## config.mk

```make
export PLATFORM = sky130hd
export DESIGN_NAME = aes_rk_sched
export DESIGN_NICKNAME = d
export VERILOG_FILES = /design/src/rtl/aes_rk_sched.sv
export SDC_FILE = /design/constraint.sdc
export NUM_CORES = 2
export LEC_CHECK = 0
export BUFFER_PORTS_ARGS = -buffer_cell sky130_fd_sc_hd__buf_2
export CORE_ASPECT_RATIO = 0.9
export CORE_MARGIN = 1
export CORE_UTILIZATION = 50
export CTS_CLUSTER_DIAMETER = 40
export CTS_CLUSTER_SIZE = 28
export DETAILED_ROUTE_END_ITERATION = 7
export PLACE_DENSITY = 0.67
export SYNTH_ARGS = -nofsm -noshare
export SYNTH_HDL_FRONTEND = slang
export SYNTH_SLANG_ARGS = --single-unit
```

## constraint.sdc

```tcl
create_clock -name clk -period 13.1 [get_ports clk]
set_input_delay 2.62 -clock clk [delete_from_list [all_inputs] [get_ports clk]]
set_output_delay 2.62 -clock clk [all_outputs]
set_load 0.02 [all_outputs]
```

## src/rtl/aes_rk_sched.sv

```systemverilog
// aes_rk_sched: round-key sequencer and store for the AES core.
// Drives the key-expansion stage (init/set/round/mode) through a full schedule,
// captures each registered round key into a local store, then serves indexed
// reads with one-cycle latency.
// Build option: define AES_RK_REVERSE_EN to read in decryption order
// (rd_idx 0 returns round key Nr); left undefined, reads use rd_idx directly.
//
// state    | meaning
// ---------+--------------------------------------------------------------
// ST_IDLE  | waiting for start; ke_mode and store contents hold
// ST_GEN   | c = 0..Nr, one round index per cycle driven to key expansion
// ST_FLUSH | one cycle for the last round key to land in the store
// ST_DONE  | done pulse, keys_valid set, back to idle
module aes_rk_sched #(
  parameter int unsigned NR_MAX = 14
) (
  input  logic         clk,
  input  logic         rst_n,
  input  logic         start,
  input  logic [1:0]   mode,
  output logic         busy,
  output logic         done,
  output logic         keys_valid,
  output logic         ke_init,
  output logic         ke_set,
  output logic [4:0]   ke_round,
  output logic [1:0]   ke_mode,
  input  logic [127:0] ke_roundkey,
  input  logic         rd_en,
  input  logic [3:0]   rd_idx,
  output logic         rd_valid,
  output logic [127:0] rd_key
);

  typedef enum logic [1:0] {
    ST_IDLE  = 2'd0,
    ST_GEN   = 2'd1,
    ST_FLUSH = 2'd2,
    ST_DONE  = 2'd3
  } state_t;

  localparam logic [3:0] NR_MAX_4 = 4'(NR_MAX);

  // Last round index for a key-size select; unknown codes fall back to AES-128.
  function automatic logic [3:0] nr_of(input logic [1:0] m);
    case (m)
      2'd2:    return 4'd12;
      2'd3:    return 4'd14;
      default: return 4'd10;
    endcase
  endfunction

  state_t        state_q;
  logic [3:0]    c_q;
  logic          busy_q;
  logic          done_q;
  logic          keys_valid_q;
  logic          ke_init_q;
  logic          ke_set_q;
  logic [4:0]    ke_round_q;
  logic [1:0]    ke_mode_q;

  logic          cap_q;
  logic [3:0]    cap_idx_q;
  logic [127:0]  store_q [0:NR_MAX];

  logic          rd_valid_q;
  logic [127:0]  rd_key_q;
  logic [127:0]  rd_key_d;
  logic [3:0]    rd_eff;
  logic          rd_hit;
  logic [3:0]    nr;

  // Nr always follows the latched mode, so it stays stable for a whole schedule.
  assign nr = nr_of(ke_mode_q);

  // Sequencer: one state register plus registered strobes to key expansion.
  always_ff @(posedge clk or negedge rst_n) begin
    if (!rst_n) begin
      state_q      <= ST_IDLE;
      c_q          <= 4'd0;
      busy_q       <= 1'b0;
      done_q       <= 1'b0;
      keys_valid_q <= 1'b0;
      ke_init_q    <= 1'b0;
      ke_set_q     <= 1'b0;
      ke_round_q   <= 5'd0;
      ke_mode_q    <= 2'd0;
    end else begin
      done_q    <= 1'b0;
      ke_init_q <= 1'b0;
      ke_set_q  <= 1'b0;
      case (state_q)
        ST_IDLE: begin
          if (start) begin
            state_q      <= ST_GEN;
            ke_mode_q    <= mode;
            keys_valid_q <= 1'b0;
            c_q          <= 4'd0;
            ke_round_q   <= 5'd0;
            ke_init_q    <= 1'b1;
            busy_q       <= 1'b1;
          end
        end
        ST_GEN: begin
          if (c_q == nr) begin
            state_q <= ST_FLUSH;
          end else begin
            c_q        <= c_q + 4'd1;
            ke_round_q <= {1'b0, c_q + 4'd1};
            // Second key half is loaded on GEN cycle 1 for 192/256-bit keys.
            ke_set_q   <= (c_q == 4'd0) && ke_mode_q[1];
          end
        end
        ST_FLUSH: begin
          state_q      <= ST_DONE;
          busy_q       <= 1'b0;
          done_q       <= 1'b1;
          keys_valid_q <= 1'b1;
        end
        ST_DONE: begin
          state_q <= ST_IDLE;
        end
        default: begin
          state_q <= ST_IDLE;
        end
      endcase
    end
  end

  // Capture strobe trails GEN by one cycle to match the key-expansion register.
  always_ff @(posedge clk or negedge rst_n) begin
    if (!rst_n) begin
      cap_q     <= 1'b0;
      cap_idx_q <= 4'd0;
    end else begin
      cap_q     <= (state_q == ST_GEN);
      cap_idx_q <= c_q;
    end
  end

  // Round-key store; contents are deliberately not reset.
  always_ff @(posedge clk) begin
    if (cap_q && (cap_idx_q <= NR_MAX_4)) begin
      store_q[cap_idx_q] <= ke_roundkey;
    end
  end

`ifdef AES_RK_REVERSE_EN
  assign rd_eff = nr - rd_idx;
`else
  assign rd_eff = rd_idx;
`endif

  assign rd_hit = keys_valid_q && (rd_idx <= nr) && (rd_eff <= NR_MAX_4);

  // Read mux: out-of-range indices and incomplete schedules return zero.
  always_comb begin
    rd_key_d = '0;
    if (rd_hit) begin
      rd_key_d = store_q[rd_eff];
    end
  end

  // Read pipeline register: one-cycle latency, a new read every cycle.
  always_ff @(posedge clk or negedge rst_n) begin
    if (!rst_n) begin
      rd_valid_q <= 1'b0;
      rd_key_q   <= '0;
    end else begin
      rd_valid_q <= rd_en;
      if (rd_en) begin
        rd_key_q <= rd_key_d;
      end
    end
  end

  assign busy       = busy_q;
  assign done       = done_q;
  assign keys_valid = keys_valid_q;
  assign ke_init    = ke_init_q;
  assign ke_set     = ke_set_q;
  assign ke_round   = ke_round_q;
  assign ke_mode    = ke_mode_q;
  assign rd_valid   = rd_valid_q;
  assign rd_key     = rd_key_q;

endmodule

```

==> summary.txt <==
Yosys
  – Async S/R FF share, synth: 7.112%
  – #FFs+latches synth: 2067
  – Top FF cell, synth: edfxtp_1
  – Cell area after synthesis: 79170 um^2
  – Synth Area in Compound Gates: 4.332%
  – Largest family of logic cells by synthesized area: multiplexers
  – Post-synthesis mux area share: 14.03%
  – Mean Syn Cell Area: 20.20 um^2
  – Post-synthesis cell type count: 49
  – Post-synth EDFFs: 1920
  – Simple-Gate Fraction of Synth Area: 1.983%
  – XOR/XNOR share of the synthesized area: 0%
  – Syn Nets: 4065
  – Adder-Cell Fraction of Synth Area: 0.1106%
  – Synthesized instance count: 3920
  – Post-synthesis sequential area ratio: 77.47%
  – Yosys warnings: 0

Setup path
  – CP max-delay cell: buf_4
  – Critical path, cell by cell: buf_8 -> buf_12 -> buf_12 -> buf_4 -> mux4_1 -> mux2i_1 -> o221ai_1
  – Setup crit start kind: input port
  – Crit path max-delay family: buffers and inverters
  – Crit end category: register
  – Critical Path AT: 6.33 ns
  – Worst stage delay on the critical path: 0.86 ns
  – Setup CP Type: input port to register
  – Bufs and invs on worst path: 4
  – Top cell by count, worst path: buf_12
  – Worst EP required: 13.76 ns
  – Crit Path Max Fanout: 108

Floorplanning
  – Initial Utilization: 50.33%
  – Boundary Pins: 279
  – Site Rows: 138
  – Die Height: 379.5 um
  – Core ar.: 157300 um^2
  – Die width: 421.4 um
  – Die footprint: 159900 um^2

Routing
  – Drt drc: 0
  – Vias post-DR: 39460
  – WL per Instance: 28.46 um
  – Antenna Nets Post-Route: 0
  – Pre-antenna DRT Iters: 8
  – Routed vias/inst: 5.998
  – Iteration-0 DRC Markers: 4023
  – DRT Wirelength: 187.3 mm

Clock tree
  – Post-CTS resize count: 0
  – H-tree Lvls: 4
  – Post-CTS Setup Bufs: 0
  – Root Buffer: clkbuf_16
  – Clock latency on the worst-skew pair: 0.84 ns
  – CTS tree: yes
  – CTS clk-pin slew, worst paths: 0.06 ns
  – CTS Buf Count: 227
  – # hold bufs at CTS: 0
  – Clock sink count: 2067
  – Maximum clock path buffer count: 3

Pwr
  – Sw frac: 24.91%
  – Max rail drop VDD: 0.1210 mV
  – Clock power frac: 42.3%
  – Sequential power share: 48.6%
  – Int Power: 12110 uW
  – NetSw: 4015 uW
  – P per Cell Area: 177.6 nW/um^2
  – LEAKAGE: 0.03133 uW
  – Comb pwr share: 9.0%

Cells and area
  – Final Non-Filler Cells: 6579
  – # nets final: 4411
  – Design Area, Final: 90780 um^2
  – Fraction of final layout cells sized beyond drive strength 1: 22.39%
  – Synthesis-to-finish area growth: 14.67%
  – Final core utilization: 57.71%

Place
  – Dpl cells: 6137
  – Final Wtd Congestion: 0.7366
  – Hpwl dp: 89.11 mm
  – Port-buffer cells: 277
  – Worst slack, placed: 6.498 ns
  – Placed cell area: 82470 um^2

STA
  – Worst-Margin Slew: 1.266 ns
  – Final Slew Violations: 0
  – Crit path time final: 5.666 ns
  – Final setup violation count: 0
  – Fin crit share: 43.25%
  – Final WS setup: 7.434 ns
  – Final Skew: 0.03395 ns
  – Unrepaired setup endpoints after global routing: no
  – Hold Vio Cnt, Final: 0
  – Slew headroom: 15.59%
  – Fin Setup TNS: 0 ns
  – Achievable Freq: 0.1765 GHz

Job
  – Max-Cap Viols: 0

GRT
  – Pin count of the biggest net entering global routing: 120
  – Initial antenna violation count: 42
  – Total gr overflow: 0
  – GRT Resource Usage Total: 23.19%
  – First-pass GRT wire length: 268.1 mm
  – Vias in the first global route: 39020

Worst hold path
  – Min-Delay Path Class: register to register

Outcome
  – Status: completed
path summary, 6_finish.rpt:
path                                   to    startpoint  cells past startpoint  slack (ns)
max                             rd_key[4]     rd_idx[0]                      7        7.43
min                            rd_key[97]    rd_key[97]                      2        0.49
max reg2reg                store_q[3][34]  cap_idx_q[2]                      5        8.91
min reg2reg                    rd_key[97]    rd_key[97]                      2        0.49
max in group asynchronous      rd_key[67]         rst_n                      2        9.78
min in group asynchronous      rd_key[95]         rst_n                      1        1.89
cells in the mapped netlist (all sizes together) (2+ instances only):
cell type,instances,share of area (%)
nor2b,2,0.016
o22ai,128,1.0
o221ai,128,1.5
o21ai,132,0.83
nor3,5,0.032
ha,7,0.11
nand3,3,0.019
clkbuf,83,0.44
mux4,256,7.5
inv,6,0.028
nand3b,4,0.038
mux2i,512,6.5
dfrtp,147,4.6
edfxtp,1920,73
nand2,137,0.65
nor2,15,0.071
mux2,2,0.028
buf,147,1.6
nor3b,2,0.019
nand2b,134,1.1
a21oi,131,0.83
cell type report:
cell class              count  area (um^2)
inverters                   7        33.78
clock inverters           180         2366
repair buffers            347         2145
well taps                2100         2628
multi-input cells        1616        16330
clock buffers             253         5923
flip-flops and latches   2067        61330
diodes                      9        22.52
fillers                 11310        66520
cells by family after synthesis:
family                   Yosys count
other                              1
AO/OA/AOI/OAI                    528
multiplexers                     770
AND/OR/NAND/NOR                  310
buffers and inverters            237
flip-flops                      2067
adder cells (fa/ha/maj)            7
power groups by stage:
stage,Sequential [uW],Clock (uW),Combinational (uW)
after floorplan,8130,0,707
after global placement,7960,0,1450
after detailed placement,7980,0,1470
after CTS,7840,6920,1480
after global routing,7870,7170,1550
final,7840,6830,1460
layout by cell type, fill, tap and decap left out, drive strengths merged, types with 13 or more instances in the layout:
master / n
nand2: 137
dfrtp: 147
bufinv: 30
o21ai: 132
buf: 346
o22ai: 128
mux4: 256
clkbuf: 254
mux2i: 512
a21oi: 131
nor2: 15
o221ai: 128
inv: 80
edfxtp: 1920
clkinvlp: 13
clkinv: 64
nand2b: 134
sequential cells by signal, indices dropped and copies added, names as in the netlist:
name / flops
cap_idx_q: 4
rd_key: 128
keys_valid: 1
state_q: 2
busy: 1
rd_valid: 1
cap_q: 1
ke_round: 4
ke_init: 1
store_q: 1920
done: 1
ke_set: 1
ke_mode: 2
through the flow:
stage | power [uW] | hold WS (ns)
CTS | 16240 | 0.4970
global placement | 9414 | 0.4739
floorplan | 8835 | 0.5075
global route | 16590 | 0.5221
detailed placement | 9449 | 0.4754
finish | 16120 | 0.4944
tightest hold or removal path, cell delays in order, from the launching register on:
cell and delay, ns:
dfrtp_1 0.33, nand2b_1 0.06, o221ai_1 0.06
per-layer routing:
| metal | routed length [um] | up-vias | global-route usage, % |
|---|---|---|---|
| li1 | - | 16820 | - |
| met1 | 80070 | 20830 | 32.84 |
| met2 | 89710 | 1470 | 36.95 |
| met3 | 13360 | 308 | 4.648 |
| met4 | 3929 | 34 | 6.250 |
| met5 | 195 | - | 0 |
(Power assumes the default switching activity.)
